**src/rtl/pipelined_csel_adder.sv**
```systemverilog
// pipelined_csel_adder: carry-select adder/subtractor split into
// WIDTH/(BLOCK*BPS) registered stages with valid/ready flow control.
module pipelined_csel_adder #(
  parameter int WIDTH = 32,
  parameter int BLOCK = 4,
  parameter int BPS   = 2
) (
  input  logic             clk,
  input  logic             rst,
  input  logic [WIDTH-1:0] a,
  input  logic [WIDTH-1:0] b,
  input  logic             cin,
  input  logic             sub,
  input  logic             in_valid,
  output logic             in_ready,
  output logic [WIDTH-1:0] sum,
  output logic             cout,
  output logic             overflow,
  output logic             zero,
  output logic             out_valid,
  input  logic             out_ready
);

  localparam int S = BLOCK * BPS;
  localparam int L = WIDTH / S;

  if ((WIDTH % S) != 0 || WIDTH < S) begin : g_bad_width
    $error("WIDTH must be a non-zero multiple of BLOCK*BPS");
  end

  // One stage slice: block 0 ripples, later blocks pick a
  // precomputed cin=0 / cin=1 result by the previous block carry.
  function automatic logic [S:0] csel(
    input logic [S-1:0] x,
    input logic [S-1:0] y,
    input logic         ci
  );
    logic [S-1:0] s;
    logic         c;
    logic [BLOCK:0] r0;
    logic [BLOCK:0] r1;
    s = '0;
    c = ci;
    for (int j = 0; j < BPS; j++) begin
      r0 = {1'b0, x[j*BLOCK +: BLOCK]}
         + {1'b0, y[j*BLOCK +: BLOCK]}
         + {{BLOCK{1'b0}}, (j == 0) ? c : 1'b0};
      r1 = {1'b0, x[j*BLOCK +: BLOCK]}
         + {1'b0, y[j*BLOCK +: BLOCK]}
         + {{BLOCK{1'b0}}, 1'b1};
      if (j == 0 || !c) begin
        s[j*BLOCK +: BLOCK] = r0[BLOCK-1:0];
        c = r0[BLOCK];
      end else begin
        s[j*BLOCK +: BLOCK] = r1[BLOCK-1:0];
        c = r1[BLOCK];
      end
    end
    return {c, s};
  endfunction

  logic stall;
  logic en;

  // Back-pressure: a held output freezes the whole pipe.
  always_comb begin
    stall    = out_valid && !out_ready;
    en       = !stall;
    in_ready = rst || !stall;
  end

  for (genvar k = 0; k < L; k++) begin : g_stg
    localparam int IW = WIDTH - k*S;

    logic [IW-1:0]      a_i;
    logic [IW-1:0]      bp_i;
    logic               c_i;
    logic               v_i;
    logic [S:0]         r;
    logic [(k+1)*S-1:0] s_d;
    logic [(k+1)*S-1:0] s_q;
    logic               c_d;
    logic               c_q;
    logic               v_d;
    logic               v_q;

    if (k == 0) begin : g_in
      // Effective operands: subtract is a + ~b + 1.
      always_comb begin
        a_i  = a;
        bp_i = sub ? ~b : b;
        c_i  = sub | cin;
        v_i  = in_valid && !rst;
      end
    end else begin : g_in
      // Pick up the skewed operands and carry of the prior stage.
      always_comb begin
        a_i  = g_stg[k-1].g_sk.a_q;
        bp_i = g_stg[k-1].g_sk.bp_q;
        c_i  = g_stg[k-1].c_q;
        v_i  = g_stg[k-1].v_q;
      end
    end

    if (k == 0) begin : g_s
      // First slice starts the de-skewed sum.
      always_comb s_d = r[S-1:0];
    end else begin : g_s
      // Append this slice above the already-resolved bits.
      always_comb s_d = {r[S-1:0], g_stg[k-1].s_q};
    end

    // Resolve this stage's S bits.
    always_comb begin
      r   = csel(a_i[S-1:0], bp_i[S-1:0], c_i);
      c_d = r[S];
      v_d = v_i;
    end

    // Stage carry, valid and partial sum.
    always_ff @(posedge clk) begin
      if (rst) begin
        v_q <= 1'b0;
        c_q <= 1'b0;
        s_q <= '0;
      end else if (en) begin
        v_q <= v_d;
        c_q <= c_d;
        s_q <= s_d;
      end
    end

    if (k < L-1) begin : g_sk
      logic [IW-S-1:0] a_d;
      logic [IW-S-1:0] a_q;
      logic [IW-S-1:0] bp_d;
      logic [IW-S-1:0] bp_q;

      // Unresolved operand bits ride along.
      always_comb begin
        a_d  = a_i[IW-1:S];
        bp_d = bp_i[IW-1:S];
      end

      // Skew registers for the upper operand bits.
      always_ff @(posedge clk) begin
        if (rst) begin
          a_q  <= '0;
          bp_q <= '0;
        end else if (en) begin
          a_q  <= a_d;
          bp_q <= bp_d;
        end
      end
    end else begin : g_fl
      logic ov_d;
      logic ov_q;
      logic z_d;
      logic z_q;

      // Flags come from the top slice and the full sum.
      always_comb begin
        ov_d = (a_i[IW-1] == bp_i[IW-1])
            && (r[S-1] != a_i[IW-1]);
        z_d  = (s_d == '0);
      end

      // Registered flags; zero resets high with sum at 0.
      always_ff @(posedge clk) begin
        if (rst) begin
          ov_q <= 1'b0;
          z_q  <= 1'b1;
        end else if (en) begin
          ov_q <= ov_d;
          z_q  <= z_d;
        end
      end

      assign sum       = s_q;
      assign cout      = c_q;
      assign overflow  = ov_q;
      assign zero      = z_q;
      assign out_valid = v_q;
    end
  end

endmodule

```
**config.mk**
```make
export PLATFORM = sky130hd
export DESIGN_NAME = pipelined_csel_adder
export DESIGN_NICKNAME = d
export VERILOG_FILES = /design/src/rtl/pipelined_csel_adder.sv
export SDC_FILE = /design/constraint.sdc
export NUM_CORES = 1
export LEC_CHECK = 0
export CAP_MARGIN = 20
export CELL_PAD_IN_SITES_DETAIL_PLACEMENT = 0
export CELL_PAD_IN_SITES_GLOBAL_PLACEMENT = 2
export CORE_ASPECT_RATIO = 0.75
export CORE_MARGIN = 2
export CORE_UTILIZATION = 33
export CTS_CLUSTER_DIAMETER = 60
export CTS_CLUSTER_SIZE = 14
export DETAILED_ROUTE_END_ITERATION = 12
export PLACE_DENSITY_LB_ADDON = 0.1
export SLEW_MARGIN = 20
export SYNTH_ARGS = -nofsm -noshare
export SYNTH_HDL_FRONTEND = slang
export SYNTH_SLANG_ARGS = --single-unit
```
**constraint.sdc**
```tcl
create_clock -name clk -period 2.9 [get_ports clk]
set_input_delay 0.29 -clock clk [delete_from_list [all_inputs] [get_ports clk]]
set_output_delay 0.29 -clock clk [all_outputs]
set_load 0.01 [all_outputs]
```
Word-level counts from Yosys, hierarchy flattened. Cells that the tools add are included. Widths: inputs -> output; s select.

Input bits: 70. Output and inout bits: 37. Bits in registers: 186. Logic and storage cells: 57.

Reductions and logical operators: 8. Add/sub/neg operators: 16. Multiplexer cells: 9. Equal/unequal tests: 2. Bitwise operators: 2.

Operators by type and width (count): $add 4x4->5 (8); $logic_not 32->1 (1); $mux 32 (1); $not 32->32 (1); $add 5x1->5 (4); $add 5x1->5 const B (4); $mux 4 (4); $mux 1 (4); $logic_and 1x1->1 (3); $logic_not 1->1 (3); $eq 1x1->1 (1); $logic_or 1x1->1 (1); $ne 1x1->1 (1); $or 1x1->1 (1).

Longest topological paths before layout. Gate-level depths: netlist of the first run.

Word-level depth: 5. Mapped depth: 11. Gate-level depth less buffers: 9.

Worst setup path before layout of the first run. OpenSTA, ideal clock, no wires.

Path type: input port to flip-flop. From: input sub. To: register g_stg[0].s_q[7]. Arrival: 2352 ps. Path slack: 463 ps. Library setup time: 86 ps. Data required time: 2814 ps. Path buffers: 2. Cell stages on the path: 11. Cells stage by stage: clkbuf_1 buf_2 xnor2_1 fa_1 inv_1 fa_1 a21o_1 a21o_1 nand4_1 xnor2_1 a211oi_1.

Word-level cells in the longest chain between the ends: 4. Elaborated cells on any way between the ends: 7. Classes of those cells: add/sub (4); mux (2); bitwise (1).

Ends and longest elaborated chain: start: declaration (RTL line 13) `input logic sub,`; $mux 32 (RTL line 91) `bp_i = sub ? ~b : b;`; $add 4x4->5, on equally long branches; $add 5x1->5, on equally long branches (RTL line 50, 47); $mux 4 (*) (RTL line 51) `if (j == 0 || !c) begin`; end signal: assignment (RTL line 125) `s_q <= '0;`; end signal: assignment (RTL line 129) `s_q <= s_d;`; end: declaration (RTL line 81) `logic [(k+1)*S-1:0] s_q;`.

Mark *: on every way between the ends. The rest lies on a longest branch, timed or not. A chain may end at the register's enable or synchronous reset.

Worst setup path after layout of the first run.
From: register g_stg[2].c_q. To: register g_stg[3].g_fl.z_q (netlist: zero).

Elaborated cells on any way between the ends: 3. Classes of those cells: add/sub (1); mux (1); reduce/logical (1).

RTL lines: start: declaration (RTL line 83) `logic c_q;`; start signal: assignment (RTL line 124) `c_q <= 1'b0;`; start signal: assignment (RTL line 128) `c_q <= c_d;`; $add 5x1->5 (RTL line 47) `+ {{BLOCK{1'b0}}, (j == 0) ? c : 1'b0};`; via g_stg[3].r[1] (RTL line 79) `logic [S:0] r;`; $logic_not 32->1 (RTL line 165) `z_d = (s_d == '0);`; end signal: assignment (RTL line 175) `z_q <= z_d;`; end: declaration (RTL line 159) `logic z_q;`.

The timed path passes the listed nets, and every way through them passes these cells.

==> results.toml, run 1 <==
[status]
status = "completed"

[die]
core_area_um2 = 24000
die_y_um = 140
fp.dieW_um = 185
initial_core_util_pct = 33.7
die_area_um2 = 25800
rows = 49
io-pin-count = 107

[global_routing]
grt_pass1_vias = 6018
antenna_found_initial = 0
track_usage_pct = 15.7
overflow = 0
grt_max_degree = 130
grt_pass1_wl_um = 32100

[logic_synthesis]
yosys.area_share.simple_pct = 19.6
syn_avg_cell_area_um2 = 8.28
ys_async_sr_fraction_pct = 0
syn_area_um2 = 8100
synth_compound_area_share_pct = 16.1
netlist_instances = 978
ys_seq_area_share_pct = 46.0
synthAdderAreaFrac_pct = 7.91
synth_xor_area_share_pct = 6.16
ys_types = 43
synth_top_family_by_area = "simple AND/OR/NAND/NOR gates"
ys_seq_elements = 186
synth_edf_count = 0
synthMuxAreaShare_pct = 0.371
yosysWarnings = 0
synth-main-ff-cell = "dfxtp_1"
synth_nets = 1092

[clock_network]
cts_tree = "yes"
h-tree-depth = 4
insertion_delay_ns = 0.44
clk_path_buf_depth = 2
root_buffer = "clkbuf_16"
cts_num_sinks = 186
cts_buffers = 17
holdBufCountCts = 0
post_cts_buffers = 0
cts_resized = 0
path_clk_slew_ns = 0.07

[cells_and_area]
final_common_cell = "nand2_1"
stdcell_area_um2 = 10100
post-route-util_pct = 41.8
layout-drive-gt1-share_pct = 4.90
fill_cells = 2538
layout_common_cells = "279 x nand2_1, 186 x dfxtp_1, 151 x a21oi_1, 104 x clkdlybuf4s50_1, 50 x nor2_1"
area_growth_pct = 24.2
antenna_cells = 0
nets = 1162

[place]
postPlaceCellArea_um2 = 9450
preCtsSetupSlack_ns = 0.334
gp_congestion = 0.749
hpwl_um = 13400
io_buffers = 106

[sta]
tightest_slew_ns = 0.523
fmax_mhz = 390
slew_headroom_pct = 65.1
hold_viol = 0
setup_violations = 0
fin_worst_skew_ns = 0.0157
fin_ws_ns = 0.339
drv_slew = 0
finalCritPeriodShare_pct = 88.3
tns_ns = 0
rsz0062_at_grt = "no"
min_period_ns = 2.56

[critical_path]
slowest_stage = "or4b_1"
crit_path_max_incr_delay_ns = 0.48
worstPathRequired_ns = 3.26
path_class = "register to register"
cp-end-kind = "register"
worst_setup_path_start_kind = "register"
crit_chain = "inv_1 -> fa_1 -> inv_1 -> fa_1 -> nor4b_1 -> and4_1 -> nand4_1 -> or4b_1 -> a2bb2oi_1"
critPathMaxFanout = 2
arrival_ns = 2.92

[run]
drv_cap = 0

[route]
wirelength_um = 19800
drc = 0
dr.pass1.iters = 5
via_count = 6359
drt.antenna.violating_nets = 0
wire_per_inst_um = 14.2
via_per_inst = 4.57
drt-initial-drc-count = 342

[power_and_ir_drop]
leakagePower_uw = 0.00397
vdd.ir_drop.worst_mv = 0.389
p_per_area_nw_per_um2 = 596

[hold_path]
hold_path.class = "primary input to register"
Yosys cell counts (5+ instances only):
| master | number | area share (%) |
|---|---|---|
| nor2_1 | 50 | 2.3 |
| fa_1 | 12 | 3.0 |
| a21o_1 | 14 | 1.3 |
| xor2_1 | 18 | 1.9 |
| ha_1 | 32 | 4.9 |
| nand2_1 | 279 | 13 |
| a211oi_1 | 39 | 3.6 |
| inv_1 | 18 | 0.83 |
| dfxtp_1 | 186 | 46 |
| nand3_1 | 6 | 0.37 |
| clkbuf_1 | 59 | 2.7 |
| nor3_1 | 5 | 0.31 |
| o21ai_0 | 8 | 0.49 |
| a21oi_1 | 151 | 9.3 |
| nor2b_1 | 5 | 0.39 |
| xnor2_1 | 39 | 4.2 |
worst max-delay path, delay by kind of cell (launching register included):
family / cells / cell delay, ns
buf+inv: 2 / 0.15
flops: 1 / 0.31
simple gates: 4 / 1.02
compound gates: 1 / 0.13
fa+ha+maj: 2 / 0.90
area by class of cell:
cell class / count / area [µm²] / share of cell area, %
inverter: 18 / 67.6 / 0.672
tap: 331 / 414 / 4.12
sequential: 186 / 3720 / 37.0
clock buffer: 17 / 425 / 4.23
timing repair buffer: 117 / 1180 / 11.7
clock inverter: 15 / 176 / 1.75
multi-input combinational: 708 / 4070 / 40.5
where the power goes:
| group | leakage, µW | switching, µW | internal [µW] |
|---|---|---|---|
| clock network | 0.000296 | 1140 | 1240 |
| registers | 0.00153 | 120 | 2730 |
| logic | 0.00214 | 380 | 384 |
per-stage QoR:
step | total power [µW] | cells | hold slack [ns]
floorplan | 3370 | 978 | 0.430
global placement | 3680 | 1360 | 0.441
detailed placement | 3690 | 1360 | 0.444
CTS | 6090 | 1392 | 0.245
global route | 6280 | 1392 | 0.271
finish | 5990 | 1392 | 0.261
logic make-up (layout without fill, tap and decap cells):
kind of cell	Yosys count	in the layout
and+or+nand+nor	378	378
adders and majority gates	44	44
DFF	186	186
buffers and inverters	84	167
muxes	3	3
AOI/OAI and AO/OA	226	226
xor gates and xnor gates	57	57
flip-flops by register name, summed over array words and instances, names as in the netlist:
register / count
g_stg.g_sk.a_q: 48
g_stg.g_sk.bp_q: 48
g_stg.s_q: 48
sum: 32
g_stg.c_q: 3
g_stg.v_q: 3
cout: 1
out_valid: 1
overflow: 1
zero: 1
layer usage:
layer | track usage, % | up-vias | share of wire, %
met1 | 25.6 | 2837 | 58
met5 | 0 | - | 0
met3 | 2.77 | 12 | 3.3
li1 | - | 3413 | -
met4 | 4.01 | 0 | 0.79
met2 | 20.4 | 97 | 38
worst paths after layout:
| path | start | endpoint | slack [ns] | cells past startpoint |
|---|---|---|---|---|
| setup / recovery | g_stg[2].c_q | zero | 0.34 | 9 |
| hold / removal | rst | out_valid | 0.26 | 2 |
| setup reg to reg | g_stg[2].c_q | zero | 0.34 | 9 |
| hold reg to reg | sum[22] | sum[22] | 0.45 | 2 |
(Power assumes the default switching activity.)
==> inputs of run 2 (changes only) <==
--- a/config.mk
+++ b/config.mk
@@ -11,10 +11,10 @@
 export CORE_ASPECT_RATIO = 0.75
 export CORE_MARGIN = 2
 export CORE_UTILIZATION = 33
-export CTS_CLUSTER_DIAMETER = 60
 export CTS_CLUSTER_SIZE = 14
 export DETAILED_ROUTE_END_ITERATION = 12
 export PLACE_DENSITY_LB_ADDON = 0.1
+export RECOVER_POWER = 25
 export SLEW_MARGIN = 20
 export SYNTH_ARGS = -nofsm -noshare
 export SYNTH_HDL_FRONTEND = slang
==> run 2 against run 1 <==
  * Largest cell class unchanged
  * Combinational power shrank 0.7%
  * Sequential power about the same
  * Critical path type unchanged
  * Register-to-register slack hardly changed
  * Worst setup slack got worse by 0.0018 ns
  * The run now ends with max-capacitance violations, max-slew violations left
  * Highest routed layer unchanged
  * Die area stayed put
==> results.toml, run 2 (same netlist as run 1, synthesis figures left out) <==
[global_routing]
antenna_found_initial = 0
grt_pass1_vias = 6018
grt_max_degree = 130
grt_pass1_wl_um = 32100
overflow = 0
track_usage_pct = 15.7

[sta]
finalCritPeriodShare_pct = 88.4
fmax_mhz = 390
setup_violations = 0
slew_headroom_pct = -7.16
min_period_ns = 2.56
rsz0062_at_grt = "no"
tns_ns = 0
drv_slew = 41
hold_viol = 0
tightest_slew_ns = 1.61
fin_worst_skew_ns = 0.0125

[place]
io_buffers = 106
hpwl_um = 13400
postPlaceCellArea_um2 = 9450
gp_congestion = 0.749

[cells_and_area]
area_growth_pct = 23.7
layout-drive-gt1-share_pct = 4.62
final_common_cell = "nand2_1"
fill_cells = 2545
nets = 1162
stdcell_area_um2 = 10000
layout_common_cells = "279 x nand2_1, 186 x dfxtp_1, 151 x a21oi_1, 90 x clkdlybuf4s50_1, 50 x nor2_1"
multi_input_area_um2 = 4070
regArea_um2 = 3720
reg_top3 = "g_stg.g_sk.a_q (48), g_stg.g_sk.bp_q (48), g_stg.s_q (48)"
antenna_cells = 0

[die]
core_area_um2 = 24000
die_area_um2 = 25800
initial_core_util_pct = 33.7
rows = 49
fp.dieW_um = 185
die_y_um = 140
io-pin-count = 107

[clock_network]
root_buffer = "clkbuf_16"
cts_num_sinks = 186
clk_path_buf_depth = 2
holdBufCountCts = 0
cts_resized = 0
insertion_delay_ns = 0.43
path_clk_slew_ns = 0.07
post_cts_buffers = 0
cts_buffers = 17
h-tree-depth = 4
cts_tree = "yes"

[route]
via_per_inst = 4.57
drc = 0
dr.pass1.iters = 4
wirelength_um = 19800
drt.antenna.violating_nets = 0
wire_per_inst_um = 14.2
drt-initial-drc-count = 342
via_count = 6367

[status]
violations = "max-capacitance violations, max-slew violations"
status = "complete, but fails checks"

[critical_path]
worstPathRequired_ns = 3.26
path_class = "register to register"
critPathMaxFanout = 2
slowest_stage = "or4b_1"
crit_start = "g_stg[2].c_q"
arrival_ns = 2.92
crit_path_max_incr_delay_ns = 0.48
r2r_end = "zero"
reg2regPathDepth = 9
crit_end = "zero"
cp-end-kind = "register"
r2r_start = "g_stg[2].c_q"
worst_setup_path_start_kind = "register"
crit_chain = "inv_1 -> fa_1 -> inv_1 -> fa_1 -> nor4b_1 -> and4_1 -> nand4_1 -> or4b_1 -> a2bb2oi_1"
regToRegSetupSlack_ns = 0.34

[power_and_ir_drop]
vdd.ir_drop.worst_mv = 0.391
p_per_area_nw_per_um2 = 597
leakagePower_uw = 0.00399

[run]
drv_cap = 1

[hold_path]
hold_path.class = "primary input to register"
## run 2: layout make-up
cell class | count | share of cell area (%)
Multi-Input combinational cell | 708 | 40.6
Sequential cell | 186 | 37.2
Timing Repair Buffer | 117 | 11.4
Clock buffer | 17 | 4.25
Tap cell | 331 | 4.13
Clock inverter | 15 | 1.76
Inverter | 18 | 0.674
## run 2: per-layer routing
| layer | global-route usage, % | part of all wire [%] | vias to the layer above |
|---|---|---|---|
| li1 | - | - | 3412 |
| met1 | 25.6 | 58 | 2834 |
| met2 | 20.4 | 38 | 110 |
| met3 | 2.77 | 3.5 | 11 |
| met4 | 4.01 | 0.67 | 0 |
| met5 | 0 | 0 | - |
## run 2: how the worst min path moves through the flow
| stage | slack (ns) | endpoint | cells after the start | from |
|---|---|---|---|---|
| finish | 0.25 | out_valid | 2 | rst |
| detailed placement | 0.44 | g_stg[0].g_sk.a_q[17] | 2 | g_stg[0].g_sk.a_q[17] |
| global placement | 0.44 | sum[21] | 2 | sum[21] |
| floorplan | 0.43 | g_stg[0].g_sk.a_q[0] | 2 | a[8] |
| CTS | 0.24 | out_valid | 2 | rst |
| global route | 0.27 | g_stg[1].s_q[2] | 2 | rst |
## run 2: metrics by stage
step | setup WS [ns] | std cells | hold slack (ns) | total power [µW] | utilization (%)
final | 0.337 | 1392 | 0.254 | 5990 | 41.7
after CTS | 0.326 | 1392 | 0.245 | 6090 | 41.8
after floorplan | 0.463 | 978 | 0.430 | 3370 | -
after global routing | 0.0896 | 1392 | 0.271 | 6270 | 41.7
after detailed placement | 0.334 | 1360 | 0.444 | 3690 | 39.3
after global placement | 0.410 | 1360 | 0.441 | 3680 | 39.3
## run 2: power breakdown
part	total, µW	switching, µW	internal, µW
combinational	759	380	380
sequential	2850	119	2730
clock	2370	1140	1240
## run 2: critical path: cells and delay by family, from the launching register on
family	cells	cell delay, ns
adder cells (fa/ha/maj)	2	0.90
AO/OA/AOI/OAI	1	0.13
AND/OR/NAND/NOR	4	1.02
flip-flops	1	0.31
buffers and inverters	2	0.15
==> inputs of run 3 (changes only) <==
--- a/config.mk
+++ b/config.mk
@@ -9,7 +9,6 @@
 export CELL_PAD_IN_SITES_DETAIL_PLACEMENT = 0
 export CELL_PAD_IN_SITES_GLOBAL_PLACEMENT = 2
 export CORE_ASPECT_RATIO = 0.75
-export CORE_MARGIN = 2
 export CORE_UTILIZATION = 33
 export CTS_CLUSTER_SIZE = 14
 export DETAILED_ROUTE_END_ITERATION = 12
@@ -19,3 +18,4 @@
 export SYNTH_ARGS = -nofsm -noshare
 export SYNTH_HDL_FRONTEND = slang
 export SYNTH_SLANG_ARGS = --single-unit
+export TNS_END_PERCENT = 50
==> run 3 against run 2 <==
  * The flow still finishes with violations (max-capacitance violations, max-slew violations)
  * Final cell count unchanged
  * Global-route usage is 0.88 points higher
  * Clock-buffer cell count unchanged
  * First-iteration DRC count up 4.4%
  * Non-clock buffer count did not move
  * Fmax is 2.8% lower
  * Critical path type is now primary input to register
  * Largest cell class unchanged
  * Largest power group unchanged
  * Highest routed layer unchanged
==> results.toml, run 3 (same netlist as run 1, synthesis figures left out) <==
[status]
status = "complete, but fails checks"
violations = "max-capacitance violations, max-slew violations"

[critical_path]
worstPathRequired_ns = 3.28
cp-end-kind = "register"
critPathMaxFanout = 78
slowest_stage = "clkbuf_2"
arrival_ns = 3.02
worst_setup_path_start_kind = "primary input"
path_class = "primary input to register"
regToRegSetupSlack_ns = 0.31
crit_path_max_incr_delay_ns = 1.20
crit_chain = "clkdlybuf4s50_1 -> nand2b_2 -> clkbuf_2 -> nand3_1 -> a21oi_1"

[sta]
hold_slack_ns = 0.151
setup_violations = 0
finalCritPeriodShare_pct = 90.9
slew_headroom_pct = -3.01
tns_ns = 0
rsz0062_at_grt = "no"
fin_ws_ns = 0.263
hold_viol = 0
min_period_ns = 2.64
fmax_mhz = 379
drv_slew = 79
fin_worst_skew_ns = 0.0305
tightest_slew_ns = 1.55

[cells_and_area]
layout-drive-gt1-share_pct = 4.71
final_common_cell = "nand2_1"
antenna_cells = 0
layout_common_cells = "279 x nand2_1, 186 x dfxtp_1, 151 x a21oi_1, 86 x clkdlybuf4s50_1, 50 x nor2_1"
area_growth_pct = 23.6
reg_top3 = "g_stg.g_sk.a_q (48), g_stg.g_sk.bp_q (48), g_stg.s_q (48)"
nets = 1162
post-route-util_pct = 41.6

[clock_network]
cts_buffers = 17
insertion_delay_ns = 0.45
h-tree-depth = 4
cts_tree = "yes"
cts_resized = 0
post_cts_buffers = 0
cts_num_sinks = 186
clk_path_buf_depth = 2
root_buffer = "clkbuf_16"
path_clk_slew_ns = 0.08
holdBufCountCts = 0

[global_routing]
top_usage_layer = "met1"
grt_pass1_wl_um = 32400
grt_pass1_vias = 6089
use_met1_pct = 25.8
track_usage_pct = 16.5
grt_util_met2_pct = 22.2
overflow = 0
grtUsageMet3_pct = 2.62
grt_max_degree = 135
antenna_found_initial = 0

[route]
dr.pass1.iters = 4
via_per_inst = 4.60
drt.antenna.violating_nets = 0
wirelength_um = 20000
via_count = 6410
drc = 0
wire_per_inst_um = 14.4
drt-initial-drc-count = 357

[power_and_ir_drop]
p_comb_share_pct = 12.7
leakagePower_uw = 0.00400
switching_share_pct = 28.1
vdd.ir_drop.worst_mv = 0.390
intPower_uw = 4280
switching_power_uw = 1680
seq_power_share_pct = 47.9
clkPwrFrac_pct = 39.4
p_per_area_nw_per_um2 = 595

[die]
io-pin-count = 107
die_area_um2 = 25200
rows = 49
core_area_um2 = 24000
fp.dieW_um = 183
initial_core_util_pct = 33.7
die_y_um = 138

[place]
gp_congestion = 0.786
io_buffers = 106
preCtsSetupSlack_ns = 0.369
hpwl_um = 13500

[hold_path]
hold_path.class = "primary input to register"

[run]
drv_cap = 1
[run 3: cell count changes in the layout (fill, tap and decap cells not counted), sizes merged]
cell           delta
bufinv            -1
clkinvlp          +2
clkdlybuf4s50     -4
dlygate4sd3       +4
clkinv            -1
buf               +2
clkbuf            -2
[run 3: worst paths after layout]
path                                   endpoint       from  depth (start not counted)
worst max-delay path                    sum[30]  out_ready                          5
worst min-delay path            g_stg[1].s_q[4]        rst                          2
worst max register to register          sum[30]  out_valid                          4
worst min register to register           sum[4]     sum[4]                          2
[run 3: power groups by stage]
stage	Sequential, µW	Combinational [µW]	Clock [µW]
global placement	2910	770	0
floorplan	2880	487	0
detailed placement	2910	772	0
CTS	2860	777	2440
finish	2850	760	2350
global route	2880	857	2540
[run 3: worst max-delay path: cells and delay by family]
kind / cells / cell delay, ns
AND/OR/NAND/NOR: 2 / 0.78
buffers and inverters: 2 / 1.67
AO/OA/AOI/OAI: 1 / 0.23
[run 3: layout make-up]
type / count / area, µm²
timing repair buffer: 117 / 1140
fill: 2577 / 14000
inverter: 18 / 67.6
clock inverter: 15 / 176
clock buffer: 17 / 425
multi-input combinational: 708 / 4060
sequential: 186 / 3720
tap: 331 / 414
[run 3: metrics by stage]
step	total power, µW	cell area (µm²)	std cells
after detailed placement	3690	9440	1360
final	5960	10000	1392
after CTS	6070	10000	1392
after global routing	6280	10000	1392
after floorplan	3370	8100	978
after global placement	3680	9440	1360
[run 3: layer usage]
layer	up-vias	routed length (µm)
met4	0	121
met3	4	692
met2	97	7630
met1	2886	11600
li1	3423	-
met5	-	0
